File: src/rtl/input_conditioner_if.sv
// Bundle of the raw board inputs and the conditioned outputs for input_conditioner.
// The master side drives the pins. The slave side is the conditioner.
interface input_conditioner_if #(
  parameter int width = 4
);
  logic [width-1:0] async_in;
  logic [width-1:0] debounced;
  logic [width-1:0] rise_pulse;
  logic [width-1:0] fall_pulse;

  modport master (
    output async_in,
    input  debounced,
    input  rise_pulse,
    input  fall_pulse
  );

  modport slave (
    input  async_in,
    output debounced,
    output rise_pulse,
    output fall_pulse
  );
endinterface

File: src/rtl/input_conditioner.sv
// Per-bit two-flop synchronizer, shared sample tick and symmetric debounce, plus edge pulses.
// Latency: 2 + up to sample_cnt_max*pulse_cnt_max cycles. There is no backpressure; inputs are sampled every cycle.
module input_conditioner #(
  parameter int width          = 4,
  parameter int sample_cnt_max = 25000,
  parameter int pulse_cnt_max  = 150
) (
  input  logic                clk,
  input  logic                rst,
  input_conditioner_if.slave  bus
);

  localparam int TW = (sample_cnt_max > 1) ? $clog2(sample_cnt_max) : 1;
  localparam int CW = (pulse_cnt_max > 1) ? $clog2(pulse_cnt_max) : 1;
  localparam logic [TW-1:0] TICK_LAST  = TW'(sample_cnt_max - 1);
  localparam logic [CW-1:0] PULSE_LAST = CW'(pulse_cnt_max - 1);

  logic [width-1:0] s1;
  logic [width-1:0] s2;
  logic [width-1:0] deb;
  logic [width-1:0] deb_d;
  logic [TW-1:0]    tick_cnt;
  logic [CW-1:0]    cnt [width];
  logic             sample_tick;

  assign sample_tick = (tick_cnt == TICK_LAST);

  always_ff @(posedge clk or posedge rst) begin
    if (rst) begin
      s1       <= '0;
      s2       <= '0;
      deb      <= '0;
      deb_d    <= '0;
      tick_cnt <= '0;
      for (int i = 0; i < width; i++) begin
        cnt[i] <= '0;
      end
    end else begin
      s1       <= bus.async_in;
      s2       <= s1;
      deb_d    <= deb;
      tick_cnt <= sample_tick ? '0 : tick_cnt + TW'(1);
      for (int i = 0; i < width; i++) begin
        // Agreement restarts the count on any cycle, even one that carries a tick.
        if (s2[i] == deb[i]) begin
          cnt[i] <= '0;
        end else if (sample_tick) begin
          if (cnt[i] == PULSE_LAST) begin
            deb[i] <= ~deb[i];
            cnt[i] <= '0;
          end else begin
            cnt[i] <= cnt[i] + CW'(1);
          end
        end
      end
    end
  end

  assign bus.debounced  = deb;
  assign bus.rise_pulse = deb & ~deb_d;
  assign bus.fall_pulse = ~deb & deb_d;

endmodule

File: src/flat_wrapper.sv
// flat-port wrapper written by rule: the top's interface ports become plain ports
module input_conditioner_flat 
#(
  parameter int width          = 4,
  parameter int sample_cnt_max = 25000,
  parameter int pulse_cnt_max  = 150
)
  (clk, rst, bus_async_in, bus_debounced, bus_rise_pulse, bus_fall_pulse);
  input_conditioner_if #(.width(width)) bus_i ();
  input  logic clk;
  input  logic rst;
  input wire logic [$bits(bus_i.async_in)-1:0] bus_async_in;
  output wire logic [$bits(bus_i.debounced)-1:0] bus_debounced;
  output wire logic [$bits(bus_i.rise_pulse)-1:0] bus_rise_pulse;
  output wire logic [$bits(bus_i.fall_pulse)-1:0] bus_fall_pulse;
  assign bus_i.async_in = bus_async_in;
  assign bus_debounced = bus_i.debounced;
  assign bus_rise_pulse = bus_i.rise_pulse;
  assign bus_fall_pulse = bus_i.fall_pulse;
  input_conditioner #(.width(width), .sample_cnt_max(sample_cnt_max), .pulse_cnt_max(pulse_cnt_max)) u_core (.clk(clk), .rst(rst), .bus(bus_i));
endmodule
File: config.mk
export PLATFORM = sky130hd
export DESIGN_NAME = input_conditioner_flat
export DESIGN_NICKNAME = d
export VERILOG_FILES = /design/src/rtl/input_conditioner_if.sv /design/src/rtl/input_conditioner.sv /design/src/flat_wrapper.sv
export SDC_FILE = /design/constraint.sdc
export NUM_CORES = 1
export LEC_CHECK = 0
export BUFFER_PORTS_ARGS = -buffer_cell sky130_fd_sc_hd__buf_2
export CAP_MARGIN = 40
export CORE_MARGIN = 1
export CORE_UTILIZATION = 55
export CTS_CLUSTER_SIZE = 16
export DETAILED_ROUTE_END_ITERATION = 10
export GPL_TIMING_DRIVEN = 0
export PLACE_DENSITY_LB_ADDON = 0.05
export RECOVER_POWER = 100
export SYNTH_ARGS = -nofsm -noshare
export SYNTH_HDL_FRONTEND = slang
export SYNTH_SLANG_ARGS = --single-unit
File: constraint.sdc
create_clock -name clk -period 2.3 [get_ports clk]
set_clock_uncertainty 0.2 [all_clocks]
set_input_delay 0 -clock clk [delete_from_list [all_inputs] [get_ports clk]]
set_output_delay 0 -clock clk [all_outputs]
set_load 0.01 [all_outputs]
==> summary.md <==
| Metric | Value |
|---|---|
| Vias per cell | `between 5 and 6` |
| Yosys top cell by area | `dfrtp_1` |
| Sequential-to-total area share from yosys stat | `0.507` |
| VDD IR max | `around 0.45 mV` |
| Final ANT Viol Nets | `0` |
| H-tree depth | `3` |
| Kind of critical path | `flip-flop to flip-flop` |
| Avg Inst Size Synth | `10.2 um2` |
| Synth top area share | `0.507` |
| Routability cong. | `about 0.81` |
| CTS tree | `yes` |
| Most frequent cells in the layout | `dfrtp_1, nand2_1, a21oi_1` |
| Status | `complete, no violations` |
| Total global routing overflow | `0` |
| DRC errors left | `0` |
| CP max-delay cell | `dfrtp_1` |
| Die Area | `5960 um2` |
| Crit path cell chain | `ha_2 -> and3_1 -> nand4_1 -> buf_4 -> buf_4 -> buf_4 -> o21ai_0 -> a21oi_1` |
| End point of the critical path | `u_core.cnt[4]` |
| Fin util | `0.653` |
| Setup violators final | `0` |
| Largest net degree at the start of global routing | `37` |
| Worst R2R End | `u_core.cnt[4]` |
| Critical R2R Launch | `u_core.tick_cnt[0]` |
| Clock root buffer | `clkbuf_8` |
| Tightest Hold Check Type | `input pin to flip-flop` |
| Post-synth EDFFs | `0` |
| Synth top area cells | `dfrtp_1, a21oi_1, nand2_1, ha_1, o21ai_0` |
| Via Count | `approximately 2500` |
| Final wirelength | `6260 um` |
| FF/Latch Area | `1580 um2` |
| Critical Path AT | `2.13 ns` |
| Post-DP HPWL | `4110 um` |
| Cells after synthesis | `roughly 310` |
| RSZ-0062 raised after global routing | `yes` |
| Router iterations before antenna repair | `5` |
| Uppermost layer routed | `met4` |
| Most common cell after layout, fill and taps aside | `dfrtp_1` |
| Final TNS setup | `0 ns` |
| Initial core utilization | `0.568` |
| Tot GR Track Use | `0.226` |
| Netlist cell types | `between 40 and 50` |
| DRT iter0 DRCs | `101` |
| Bufs on Longest Clock Path | `2` |
| Io pins | `18` |
| Hold_ws | `~0.10 ns` |
| Mapped cell area | `3110 um2` |
| Min Clock Period, post-route | `2.16 ns` |
| Number of antenna diodes | `0` |
| Met1 WL | `2890 um` |
| Row count | `27` |
| Routed len/inst | `15.0 um` |
| Critical Path Max Stage Delay | `0.37 ns` |
| Nature of the critical path endpoint | `flip-flop` |
| Initial antenna violation count | `0` |
| Met3 routed WL | `243 um` |
| Req. time, crit path | `roughly 2.3 ns` |
| Clock Latency Late Sink | `0.34 ns` |
| Multi-input gate area | `approximately 1500 um2` |
| Final Max Slew Viols | `0` |
| Vias in the first global route | `between 2000 and 2500` |
| Area delta synth->final | `15.0%` |
| Clock sink total | `63` |
| Reg2reg setup slack | `between 0.1 and 0.15 ns` |
| Slew headroom | `0.271` |
| Fill cells | `about 440` |
| Ys flop type | `dfrtp_1` |
| PD cells | `approximately 580 nW/um2` |
| Fmax | `464 MHz` |
| Hold Vio Cnt, Final | `0` |
| Met2 routed WL | `3080 um` |
| Syn_nets | `320` |
| #FFs+latches synth | `63` |
| Core area | `5470 um2` |
| First-pass GRT wire length | `10400 um` |
| Pleak | `1.53 nW` |
| CTS buffer count | `9` |
| Fin crit share | `0.938` |
| Die Span Y | `between 70 and 80 um` |
| Crit path from | `u_core.tick_cnt[0]` |
| IO buf count | `17` |
| Cell mode on critical path | `buf_4` |
| Setup crit start kind | `flip-flop` |
| Share of layout cells above drive strength 1 | `0.142` |
| Die X | `77.2 um` |
| Slew @ Worst Pin | `1.09 ns` |
| Critical path fanouts, max | `10` |
| Maxcap violations | `0` |
| Final nets | `between 300 and 400` |
| Synth Warn # | `0` |
| R2R cell count | `8` |
| FFs w/ async S/R, synth | `1.00` |
| Clock slew at reported path FFs | `0.07 ns` |
stage by stage:
stage / worst slack (ns) / area (um2) / std cells / power [W]
after global placement: -0.282 / 3280 / 394 / 0.00118
after detailed placement: -0.0591 / 3300 / 395 / 0.00119
after floorplan: 0.364 / 3110 / 305 / 0.00117
after global routing: -0.0219 / 3570 / 417 / 0.00214
after CTS: 0.0424 / 3540 / 415 / 0.00210
final: 0.143 / 3570 / 417 / 0.00206
synthesized netlist by cell type (8+ instances only):
| cell type | count |
|---|---|
| dfrtp_1 | 63 |
| nand2_1 | 31 |
| a21oi_1 | 29 |
| o21ai_0 | 22 |
| nand3_1 | 16 |
| or4_1 | 13 |
| nor2_1 | 12 |
| ha_1 | 9 |
| nor2b_1 | 9 |
| xor2_1 | 9 |
| or3_1 | 8 |
| xnor2_1 | 8 |
worst min path at each step:
stage	to	slack (ns)	cells past startpoint	from
floorplan	u_core.s1[0]	-0.17	0	bus_async_in[0]
global placement	u_core.s1[0]	-0.09	1	bus_async_in[0]
detailed placement	u_core.s1[3]	-0.09	2	rst
CTS	u_core.tick_cnt[12]	0.08	3	rst
global route	u_core.s1[3]	0.09	2	bus_async_in[3]
finish	u_core.s1[0]	0.10	2	bus_async_in[0]
layer usage:
metal,vias to the layer above,track usage
met3,5,0.0690
li1,1195,-
met1,1219,0.296
met4,0,0.0660
met2,33,0.362
met5,-,0
kinds of logic after synthesis:
logic type	after synthesis	share of synthesized area
DFF	63	0.507
and+or+nand+nor	134	0.262
adders and majority gates	9	0.0362
AOI/OAI and AO/OA	64	0.116
muxes	3	0.0109
buffers and inverters	15	0.0201
xor gates and xnor gates	17	0.0479
cell type report:
class,count,area share
well taps,72,0.0252
clock inverters,4,0.0133
repair buffers,25,0.0476
multi-input cells,227,0.415
flip-flops and latches,63,0.441
clock buffers,11,0.0368
plain buffers,9,0.0144
inverters,6,0.00630
registers in the layout (all words and copies together), names as in the netlist:
signal and cells:
u_core.tick_cnt 15, u_core.s1 4, u_core.deb_d 4, u_core.bus.debounced 4
u_core.s2 4, u_core.cnt 32
worst max-delay path: cells and delay by family (launching register included):
family,cells,cell delay [ns]
buffers and inverters,3,0.59
flip-flops,1,0.37
AND/OR/NAND/NOR,2,0.34
AO/OA/AOI/OAI,2,0.26
adder cells (fa/ha/maj),1,0.22
power by group:
group,switching [W],internal (W)
Clock,0.000404,0.000491
Sequential,0.00000438,0.00112
Combinational,0.0000349,0.0000158
repair_timing:
action / in CTS / in global routing
gates resized for setup: 3 / 7
hold buffers: 5 / 0
endpoints found under the setup margin: 15 / 28
setup buffers: 0 / 2
hold endpoints to repair: 67 / 0
Note: power is estimated with default switching activity, not from simulation.
